### src/rtl/lab04_pkg.sv
// Shared definitions for the Lab04 arithmetic datapath.
// Holds the default operand width and the multiplier controller state type
// so the top level and any neighbouring blocks agree on both.
package lab04_pkg;

    // Default operand width used by the Lab04 top; the product is twice this wide.
    localparam int WIDTH_DEF = 4;

    // Controller states of the sequential multiply-accumulate unit.
    //   IDLE : waiting for a start request, operands not yet captured
    //   RUN  : consuming one multiplier bit per clock
    //   DONE : publishing the accumulated result, then returning to IDLE
    typedef enum logic [1:0] {
        IDLE = 2'd0,
        RUN  = 2'd1,
        DONE = 2'd2
    } mul_state_t;

endpackage

### src/rtl/mul_step.sv
// One shift-add step of the multiplier.
// Given the running accumulator, the multiplicand, the current multiplier
// bit and its bit position, produce the accumulator value after that bit
// has been folded in. Purely combinational; the top level owns all state.
module mul_step #(
    parameter int WIDTH   = 4,
    parameter int SHIFT_W = 2
) (
    input  logic [2*WIDTH-1:0] acc,
    input  logic [WIDTH-1:0]   mcand,
    input  logic               mbit,
    input  logic [SHIFT_W-1:0] shift,
    output logic [2*WIDTH-1:0] next_acc
);

    logic [2*WIDTH-1:0] mcand_ext;
    logic [2*WIDTH-1:0] partial;

    // Widen the multiplicand to the accumulator width before shifting so
    // that no high bits of the partial product are lost at the top positions.
    always_comb begin
        mcand_ext = {{WIDTH{1'b0}}, mcand};
        partial   = mcand_ext << shift;
    end

    // Add the partial product only when the current multiplier bit is set;
    // the sum cannot overflow because the final result fits in 2*WIDTH bits.
    always_comb begin
        next_acc = acc;
        if (mbit) begin
            next_acc = acc + partial;
        end
    end

endmodule

### src/rtl/mul_4b_seq.sv
// Sequential shift-add multiply-accumulate: product = multiplicand*multiplier + addend.
// Operands are captured when a start request is accepted in IDLE, then one
// multiplier bit is processed per clock. The result is published through a
// registered product with a one-cycle done pulse, and held until the next
// completion or a reset. Used in the Lab04 top to rebuild a dividend from the
// Lab03 divider's quotient, divisor and remainder.
import lab04_pkg::*;

module mul_4b_seq #(
    parameter int WIDTH = WIDTH_DEF
) (
    input  logic               clk,
    input  logic               rst,
    input  logic               start,
    input  logic [WIDTH-1:0]   multiplicand,
    input  logic [WIDTH-1:0]   multiplier,
    input  logic [WIDTH-1:0]   addend,
    output logic [2*WIDTH-1:0] product,
    output logic               busy,
    output logic               done
);

    // Counter wide enough to address every multiplier bit.
    localparam int CW = (WIDTH > 1) ? $clog2(WIDTH) : 1;

    // Bit index at which the RUN phase ends.
    localparam logic [CW-1:0] LAST_BIT = CW'(WIDTH - 1);

    // Controller state.
    mul_state_t state;
    mul_state_t next_state;

    // Captured operands; these are the only copies the datapath reads after
    // the start cycle, so the input pins are free to change during RUN.
    logic [WIDTH-1:0]   mcand_q;
    logic [WIDTH-1:0]   mplier_q;

    // Running accumulator and the index of the multiplier bit being processed.
    logic [2*WIDTH-1:0] acc_q;
    logic [CW-1:0]      count_q;

    // Registered outputs.
    logic [2*WIDTH-1:0] product_q;
    logic               done_q;

    // Accumulator value after folding in the current multiplier bit.
    logic [2*WIDTH-1:0] step_acc;
    logic               cur_bit;

    // Select the multiplier bit addressed by the counter.
    always_comb begin
        cur_bit = mplier_q[count_q];
    end

    mul_step #(
        .WIDTH   (WIDTH),
        .SHIFT_W (CW)
    ) u_step (
        .acc      (acc_q),
        .mcand    (mcand_q),
        .mbit     (cur_bit),
        .shift    (count_q),
        .next_acc (step_acc)
    );

    // State register; reset aborts any operation in flight and returns to IDLE.
    always_ff @(posedge clk or posedge rst) begin
        if (rst) begin
            state <= IDLE;
        end else begin
            state <= next_state;
        end
    end

    // Next-state logic: start is honoured only in IDLE, RUN lasts exactly
    // WIDTH cycles regardless of operand values, DONE lasts one cycle.
    always_comb begin
        next_state = state;
        case (state)
            IDLE: begin
                if (start) begin
                    next_state = RUN;
                end
            end
            RUN: begin
                if (count_q == LAST_BIT) begin
                    next_state = DONE;
                end
            end
            DONE: begin
                next_state = IDLE;
            end
            default: begin
                next_state = IDLE;
            end
        endcase
    end

    // Datapath: capture operands on an accepted start, step the accumulator
    // in RUN, and publish the result when leaving DONE.
    always_ff @(posedge clk or posedge rst) begin
        if (rst) begin
            mcand_q   <= '0;
            mplier_q  <= '0;
            acc_q     <= '0;
            count_q   <= '0;
            product_q <= '0;
        end else begin
            case (state)
                IDLE: begin
                    if (start) begin
                        mcand_q  <= multiplicand;
                        mplier_q <= multiplier;
                        acc_q    <= {{WIDTH{1'b0}}, addend};
                        count_q  <= '0;
                    end
                end
                RUN: begin
                    acc_q   <= step_acc;
                    count_q <= count_q + CW'(1);
                end
                DONE: begin
                    product_q <= acc_q;
                end
                default: begin
                    count_q <= '0;
                end
            endcase
        end
    end

    // Done pulse is registered alongside the product so both change on the
    // same edge; it can only follow a DONE state, which only follows RUN.
    always_ff @(posedge clk or posedge rst) begin
        if (rst) begin
            done_q <= 1'b0;
        end else begin
            done_q <= (state == DONE);
        end
    end

    // Busy mirrors the RUN state; it is low in DONE and in the done-pulse
    // cycle, so busy and done are never high together.
    always_comb begin
        busy    = (state == RUN);
        product = product_q;
        done    = done_q;
    end

endmodule

### config.mk
export PLATFORM = sky130hd
export DESIGN_NAME = mul_4b_seq
export DESIGN_NICKNAME = d
export VERILOG_FILES = /design/src/rtl/lab04_pkg.sv /design/src/rtl/mul_step.sv /design/src/rtl/mul_4b_seq.sv
export SDC_FILE = /design/constraint.sdc
export NUM_CORES = 1
export LEC_CHECK = 0
export ABC_AREA = 1
export CORE_MARGIN = 5
export CORE_UTILIZATION = 40
export CTS_CLUSTER_SIZE = 28
export DETAILED_ROUTE_END_ITERATION = 8
export GPL_TIMING_DRIVEN = 0
export RECOVER_POWER = 50
export SLEW_MARGIN = 20
export SYNTH_ARGS = -nofsm -noshare
export SYNTH_HDL_FRONTEND = slang
export SYNTH_SLANG_ARGS = --single-unit
export TNS_END_PERCENT = 20
### constraint.sdc
create_clock -name clk -period 1.9 [get_ports clk]
set_input_delay 0.38 -clock clk [delete_from_list [all_inputs] [get_ports clk]]
set_output_delay 0.38 -clock clk [all_outputs]
set_load 0.01 [all_outputs]
==> results_dict.tcl, run 1 <==
set metrics [dict create \
    leakage_nw 1.13 \
    fmax_ghz 0.516 \
    rr_startpoint "count_q[0]" \
    io_buffers 24 \
    track_usage 0.153 \
    startpoint "count_q[0]" \
    setup_ws_ns -0.0364 \
    min_delay_worst_endpoint "product[6]" \
    r2r_setup_slack_ns -0.04 \
    outcome "finished with violations" \
    vias 1407 \
    p_int_w 0.00239 \
    p_per_area_mw_per_mm2 1880 \
    cts_root_buf "clkbuf_8" \
    dominantRegCellSynth "dfrtp_1" \
    timing.final.crit_share 1.02 \
    skew_ns 0.00981 \
    clockBufferDepth 2 \
    cts_sinks 29 \
    clkLatencyLatePin_ns 0.28 \
    cp.arrival_ns 2.10 \
    die-width_um 74.5 \
    hold_viol 0 \
    violations "setup timing" \
    row_count 23 \
    synth_area_mm2 0.00166 \
    relSlewSlack 0.266 \
    fp.dieH_um 74.5 \
    final_layout_size_suffix_gt1_frac 0.263 \
    tns_ns -0.0640 \
    hold_buffers 0 \
    endpoint_kind "flip-flop" \
    report.final.slew_viol_count 0 \
    start_util 0.413 \
    yosysTopAreaCellShare 0.436 \
    synthArstFlopShare 1.00 \
    yosysSeqAreaShare 0.436 \
    reg2regPathDepth 11 \
    path_clk_slew_ns 0.06 \
    fill_cells 399 \
    grt_pass1_vias 1410 \
    maxCapViolCount 0 \
    placed_cell_area_mm2 0.00197 \
    die_area_mm2 0.00555 \
    pwr-share-comb 0.599 \
    rsz0062_at_grt "yes" \
    yosysTopAreaCell "dfrtp_1" \
    switchingPower_w 0.00181 \
    period_minus_slack_ns 1.94 \
    area_growth_syn_to_layout_pct 34.6 \
    cts_tree "done" \
    finalNetCount 266 \
    synthTopCellsByArea "dfrtp_1 (44%), nand2_1 (16%), ha_1 (6.0%)" \
    finalSetupViolCount 2 \
    yosys-top-cells-count "nand2_1 (72), dfrtp_1 (29), inv_1 (21), o21ai_0 (10)" \
    antenna_cells 0 \
    ios 25 \
    ant_nets 0 \
    overflow 0 \
    drc 0 \
    worst_pin_slew_ns 1.10 \
    synth.most_common_cell "nand2_1" \
    path_class "reg2reg" \
    swShare 0.431 \
    ys_types 30 \
    post-route-cell-area_mm2 0.00224 \
    syn_nets 224 \
    timing.rr.end "acc_q[2]" \
    required_ns 2.06 \
    drt-initial-drc-count 83 \
    routedWlPerCell_um 13.1 \
    drt_pass1_iterations 4 \
    gp_congestion 0.801 \
    htree_levels 2 \
    grt_pass1_wl_mm 6.35 \
    synthCells 200 \
    yosys_register_bits 29 \
    avgSynthCellArea_um2 8.31 \
    ys_warn_count 0 \
    antenna_found_initial 0 \
    hpwl_mm 2.65 \
    routed_via_density 4.80 \
    min_from "product[6]" \
    hold_depth 2 \
    grt_max_degree 30 \
    power_w 0.00421 \
    numCtsBuffers 5 \
    irDropWorstVdd_mv 0.750 \
    hold_class "reg2reg" \
    pwr-share-seq 0.267 \
    coreArea_mm2 0.00403 \
    cp_max_fo 6 \
    drt_wl_total_mm 3.83 \
    p_clk_frac 0.134 \
    synth_edf_count 0 \
    start_kind "flip-flop" \
]
## power by group through the flow
stage / registers, W / clock network [W] / logic, W
floorplan: 0.00109 / 0 / 0.00151
global placement: 0.00109 / 0 / 0.00204
detailed placement: 0.00110 / 0 / 0.00207
CTS: 0.00110 / 0.000578 / 0.00226
global route: 0.00116 / 0.000622 / 0.00280
finish: 0.00112 / 0.000563 / 0.00252
## worst max-delay path by stage
stage          endpoint  depth (start not counted)
6_report       acc_q[2]                         11
4_1_cts        acc_q[6]                         13
3_3_place_gp   acc_q[6]                         13
2_1_floorplan  acc_q[6]                         13
3_5_place_dp   acc_q[6]                         13
5_1_grt        acc_q[6]                         11
## critical path, cell delays in order, from the launching register on
cell,delay [ns]
dfrtp_1,0.40
buf_6,0.16
inv_8,0.06
nand2_2,0.04
nor2_2,0.08
ha_2,0.19
inv_2,0.04
fa_2,0.35
buf_4,0.15
xnor2_1,0.11
a22oi_1,0.17
nand2_1,0.07
## kinds of logic after synthesis
group	after synthesis	share of synthesized area
AND/OR/NAND/NOR	103	0.287
flip-flops	29	0.436
buffers and inverters	28	0.0775
AO/OA/AOI/OAI	25	0.0925
adder cells (fa/ha/maj)	9	0.0722
XOR/XNOR	3	0.0158
multiplexers	3	0.0181
## through the flow
stage	setup slack [ns]	std cells	hold slack (ns)	utilization
floorplan	0.0121	200	0.458	-
global placement	-0.150	274	0.462	0.489
detailed placement	-0.168	274	0.471	0.489
CTS	-0.0512	289	0.487	0.531
global route	-0.180	293	0.504	0.556
finish	-0.0364	293	0.482	0.556
## layout make-up
type	instances	area [um^2]	area share
Timing Repair Buffer	35	325	0.145
Clock inverter	1	5.00	0.00224
Buffer	3	27.5	0.0123
Sequential cell	29	727	0.325
Tap cell	50	62.6	0.0279
Multi-Input combinational cell	143	888	0.397
Clock buffer	7	96.3	0.0430
Inverter	25	106	0.0475
## placed cells by master, fill, tap and decap left out, types with 5 or more instances in the layout
cell type	instances
buf_4	11
clkbuf_8	7
clkdlybuf4s50_1	22
dfrtp_1	28
ha_1	6
inv_1	20
nand2_1	70
nand2_2	5
nand3_1	6
nand3_2	5
o21ai_0	7
o21ai_2	7
## timing repair
action,CTS,global route
gates resized for setup,8,19
setup buffers,7,4
pin swaps,7,12
endpoints found under the setup margin,5,8
## flip-flops by register name, summed over array words and instances (netlist names)
register,count
acc_q,8
mplier_q,4
done,1
mcand_q,4
count_q,2
state,2
product,8
## routing by layer
| layer | routed length, um | global-route usage | up-vias |
|---|---|---|---|
| met5 | 0 | 0 | - |
| met4 | 93 | 0.0791 | 0 |
| met3 | 214 | 0.0405 | 9 |
| met2 | 1820 | 0.256 | 36 |
| met1 | 1710 | 0.180 | 643 |
| li1 | - | - | 719 |
Note: power is estimated with default switching activity, not from simulation.
==> run 2, diff against run 1 <==
--- a/config.mk
+++ b/config.mk
@@ -5,12 +5,12 @@
 export SDC_FILE = /design/constraint.sdc
 export NUM_CORES = 1
 export LEC_CHECK = 0
-export ABC_AREA = 1
 export CORE_MARGIN = 5
 export CORE_UTILIZATION = 40
 export CTS_CLUSTER_SIZE = 28
 export DETAILED_ROUTE_END_ITERATION = 8
 export GPL_TIMING_DRIVEN = 0
+export PLACE_DENSITY = 0.65
 export RECOVER_POWER = 50
 export SLEW_MARGIN = 20
 export SYNTH_ARGS = -nofsm -noshare
==> run 2 against run 1 <==
Effect of this change:
- the flow still finishes with violations (setup timing)
- cell count down 20%
- power down 14%
- clock power down 2%
- clock-buffer cell count unchanged
- global-route usage down 1.2 points
- flip-flop and latch count unchanged
- hold slack worse by 0.0068 ns
- synthesized cell count down 24%
- synthesized area down 7.9%
- routed wire length down 15%
- worst setup slack worse by 0.25 ns
- critical path type unchanged
- critical endpoint is now acc_q[6]
- largest cell class unchanged
- highest routed layer unchanged
==> results_dict.tcl, run 2 <==
set metrics [dict create \
    outcome "finished with violations" \
    violations "setup timing" \
    vias 1189 \
    p_per_area_mw_per_mm2 1780 \
    drc 0 \
    row_count 22 \
    required_ns 2.10 \
    path_clk_slew_ns 0.06 \
    clockBufferDepth 2 \
    synth_area_mm2 0.00153 \
    yosysSeqAreaShare 0.474 \
    start_kind "flip-flop" \
    maxCapViolCount 0 \
    die-width_um 71.9 \
    grt_pass1_vias 1273 \
    setup_ws_ns -0.291 \
    antenna_found_initial 0 \
    cts_root_buf "clkbuf_8" \
    drt_pass1_iterations 4 \
    yosys-top-cells-count "nand2_1 (35), dfrtp_1 (29), ha_1 (8), inv_1 (8), mux2_2 (8)" \
    worst_pin_slew_ns 1.07 \
    routedWlPerCell_um 13.8 \
    ant_nets 0 \
    relSlewSlack 0.288 \
    hold_class "reg2reg" \
    track_usage 0.141 \
    finalNetCount 210 \
    timing.final.crit_share 1.15 \
    path_class "reg2reg" \
    avgSynthCellArea_um2 10.0 \
    hold_viol 0 \
    cts_tree "done" \
    yosysTopAreaCell "dfrtp_1" \
    ys_warn_count 0 \
    yosys_register_bits 29 \
    htree_levels 2 \
    grt_max_degree 30 \
    synthArstFlopShare 1.00 \
    endpoint_kind "flip-flop" \
    io_buffers 24 \
    fp.dieH_um 71.9 \
    synthCells 153 \
    finalSetupViolCount 6 \
    hpwl_mm 2.40 \
    grt_pass1_wl_mm 5.57 \
    worst_hold_slack_ns 0.475 \
    start_util 0.415 \
    rsz0062_at_grt "yes" \
    ios 25 \
    dominantRegCellSynth "dfrtp_1" \
    tns_ns -0.700 \
    drt-initial-drc-count 59 \
    yosysTopAreaCellShare 0.474 \
    fmax_ghz 0.456 \
    final_common_cell "nand2_1" \
    leakage_nw 0.945 \
    final_cell_mix "nand2_1 (35), dfrtp_1 (28), clkdlybuf4s50_1 (21)" \
    synth_edf_count 0 \
    period_minus_slack_ns 2.19 \
    overflow 0 \
    ys_types 35 \
    die_area_mm2 0.00517 \
    drt_wl_total_mm 3.25 \
    clkLatencyLatePin_ns 0.28 \
    routed_via_density 5.06 \
    skew_ns 0.00559 \
    cp.arrival_ns 2.39 \
    coreArea_mm2 0.00369 \
    synth.most_common_cell "nand2_1" \
    final_layout_size_suffix_gt1_frac 0.219 \
    report.final.slew_viol_count 0 \
    antenna_cells 0 \
    area_growth_syn_to_layout_pct 32.6 \
    numCtsBuffers 5 \
    syn_nets 177 \
    cts_sinks 29 \
    irDropWorstVdd_mv 0.717 \
    synthTopCellsByArea "dfrtp_1 (47%), nand2_1 (8.6%), ha_1 (6.5%)" \
    gp_congestion 0.884 \
    cp_max_fo 5 \
]
-- run 2: cell count changes after synthesis, moves of 3 or more --
cell,before,now
nand3_2,3,0
a21o_1,0,3
a221o_1,0,3
nand3_1,8,5
inv_1,21,8
nor2b_1,0,3
inv_4,3,0
nand2_1,72,35
mux2_2,0,8
nand2_4,3,0
and3_1,0,3
o21ai_2,5,0
o21ai_0,10,6
clkbuf_1,0,3
-- run 2: path summary, 6_finish.rpt --
kind                       slack [ns]  cells after the start  startpoint          to
setup / recovery                -0.29                      9  count_q[0]    acc_q[6]
hold reg to reg                  0.48                      1    acc_q[7]    acc_q[7]
hold / removal                   0.48                      1    acc_q[7]    acc_q[7]
setup reg to reg                -0.29                      9  count_q[0]    acc_q[6]
min in group asynchronous        0.80                      2         rst  product[5]
max in group asynchronous        0.38                      2         rst  count_q[0]
-- run 2: layout make-up --
type                       instances  area, um^2
fill                             350        1660
multi-input combinational        112         836
sequential                        29         727
timing repair buffer              27         262
clock buffer                       7        96.3
tap                               48        60.1
inverter                           8        30.0
buffer                             3        15.0
clock inverter                     1        5.00
-- run 2: repair_timing --
action	in CTS	in global routing
resized for setup	6	13
endpoints found under the setup margin	8	7
buffers inserted	2	1
hold buffers	0	0
pin swaps	6	7
-- run 2: where the power goes --
| group | switching [W] | internal (W) | leakage (nW) |
|---|---|---|---|
| combinational | 0.000990 | 0.000992 | 0.524 |
| sequential | 0.000198 | 0.000888 | 0.367 |
| clock | 0.000228 | 0.000326 | 0.0542 |
| total | 0.00141 | 0.00221 | 0.945 |
-- run 2: critical path: stages (launching register included) --
cell	delay, ns
dfrtp_2	0.45
nand2b_4	0.16
nor2_2	0.10
ha_2	0.20
inv_2	0.04
fa_2	0.38
nor2b_4	0.18
o31ai_4	0.10
a2111o_1	0.41
o211ai_1	0.09
-- run 2: kinds of logic (layout without fill, tap and decap cells) --
| logic type | after synthesis | count (layout) | synth area share |
|---|---|---|---|
| adder cells (fa/ha/maj) | 9 | 9 | 0.0784 |
| buffers and inverters | 12 | 46 | 0.0343 |
| multiplexers | 13 | 13 | 0.0997 |
| flip-flops | 29 | 29 | 0.474 |
| AND/OR/NAND/NOR | 60 | 60 | 0.180 |
| AO/OA/AOI/OAI | 30 | 30 | 0.134 |
-- run 2: through the flow --
step / instances / worst slack, ns / power (W) / area [um^2] / utilization
after floorplan: 153 / -0.138 / 0.00231 / 1550 / -
after global placement: 225 / -0.303 / 0.00274 / 1850 / 0.502
after detailed placement: 225 / -0.354 / 0.00284 / 1850 / 0.502
after CTS: 235 / -0.272 / 0.00347 / 1980 / 0.537
after global routing: 235 / -0.374 / 0.00390 / 2030 / 0.551
final: 235 / -0.291 / 0.00362 / 2030 / 0.551
-- run 2: per-layer routing --
metal | track usage | up-vias | routed length (um)
met2 | 0.227 | 29 | 1540
li1 | - | 597 | -
met3 | 0.0463 | 8 | 168
met5 | 0 | - | 0
met1 | 0.167 | 555 | 1450
met4 | 0.0710 | 0 | 84
==> patch (settings of run 1) <==
Register the inputs `start`, `multiplicand`, `multiplier` and `addend` before use. The logic sees them one clock later. Comments in the files are not updated.
--- a/src/rtl/mul_4b_seq.sv
+++ b/src/rtl/mul_4b_seq.sv
@@ -25,6 +25,18 @@
 
     // Bit index at which the RUN phase ends.
     localparam logic [CW-1:0] LAST_BIT = CW'(WIDTH - 1);
+
+    logic start_q;
+    logic [WIDTH-1:0] multiplicand_q;
+    logic [WIDTH-1:0] multiplier_q;
+    logic [WIDTH-1:0] addend_q;
+
+    always_ff @(posedge clk) begin
+        start_q        <= start;
+        multiplicand_q <= multiplicand;
+        multiplier_q   <= multiplier;
+        addend_q       <= addend;
+    end
 
     // Controller state.
     mul_state_t state;
@@ -78,7 +90,7 @@
         next_state = state;
         case (state)
             IDLE: begin
-                if (start) begin
+                if (start_q) begin
                     next_state = RUN;
                 end
             end
@@ -108,10 +120,10 @@
         end else begin
             case (state)
                 IDLE: begin
-                    if (start) begin
-                        mcand_q  <= multiplicand;
-                        mplier_q <= multiplier;
-                        acc_q    <= {{WIDTH{1'b0}}, addend};
+                    if (start_q) begin
+                        mcand_q  <= multiplicand_q;
+                        mplier_q <= multiplier_q;
+                        acc_q    <= {{WIDTH{1'b0}}, addend_q};
                         count_q  <= '0;
                     end
                 end
Function: changed (a bounded check fails within 4 cycles, from zero or initial values and one cycle with rst high).
==> patch against run 1 <==
- sequential cell count is 13 higher
- total power is 18% higher
- design area is 14% higher
- clock power is 54% higher
- area after synthesis is 14% higher
- worst hold slack worse by 0.043 ns
- setup slack worse by 0.044 ns
- the flow still finishes with violations (negative setup slack)
- via count is 2.7% higher
- routed wire length is 1.5% lower
==> patch: results (changes against run 1) <==
stage,metric,value,unit,change
run_status,failing checks,negative setup slack,,unchanged
run_status,status,finished with violations,,unchanged
setup_path,FF-to-FF End,acc_q[7],,was acc_q[2]
clock_network,clock transition at the registers of the reported paths,0.08,ns,was 0.06 ns
timing,Worst Tran Pin Value,1.09,ns,was 1.10 ns
global_routing,first-pass GRT wire length,5.92,mm,was 6.35 mm
global_routing,met3 capacity usage during global routing,0.0397,,was 0.0405
synth,Synthesized Nets,232,,was 224
pwr,Worst VDD drop,0.000831,V,was 0.000750 V
placement,DP Worst Slack,-0.196,ns,was -0.168 ns
timing,Final WS setup,-0.0801,ns,was -0.0364 ns
hold_path,Hold Path End,mcand_q[0],,was product[6]
global_routing,met1 GRT Util,0.141,,was 0.180
timing,setup_tns,-0.193,ns,was -0.0640 ns
synth,Synth Area in Compound Gates,0.100,,was 0.0926
setup_path,Max Fanout on Critical Path,5,,was 6
synth,"Async S/R FF share, synth",0.690,,was 1.00
cells_and_area,share of cells above drive strength 1,0.257,,was 0.263
drt,number of DRC markers in iteration 0,58,,was 83
clock_network,postcts setup bufs,5,,was 7
synth,sequential area share after synthesis,0.519,,was 0.436
timing,Layout Skew,0.00662,ns,was 0.00981 ns
hold_path,Hold Crit Depth,1,,was 2
timing,final setup vio count,5,,was 2
placement,Post-Place Cell Area,0.00221,mm²,was 0.00197 mm²
placement,GP Congestion,0.855,,was 0.801
-- patch: cell types whose count changed in the layout (fill, tap and decap cells not counted), moves of 3 or more --
cell	change
inv_2	+3
dfxtp_1	+13
a21oi_1	+6
clkdlybuf4s50_1	-13
nor2_1	+5
nand2_2	+4
mux2_1	+3
nand2_1	-25
o21ai_1	+9
dlygate4sd3_1	+13
o21ai_0	-4
-- patch: final cells by class --
| class | count | area, µm² |
|---|---|---|
| fillers | 443 | 2120 |
| clock buffers | 6 | 82.6 |
| inverters | 30 | 123 |
| plain buffers | 4 | 41.3 |
| clock inverters | 2 | 60.1 |
| repair buffers | 33 | 310 |
| well taps | 54 | 67.6 |
| flip-flops and latches | 42 | 987 |
| multi-input cells | 132 | 873 |
-- patch: kinds of logic (layout without fill, tap and decap cells) --
group | count (synthesis) | count (layout)
compound gates | 32 | 32
xor+xnor | 2 | 2
fa+ha+maj | 9 | 9
buf+inv | 34 | 75
flops | 42 | 42
mux | 6 | 6
simple gates | 83 | 83
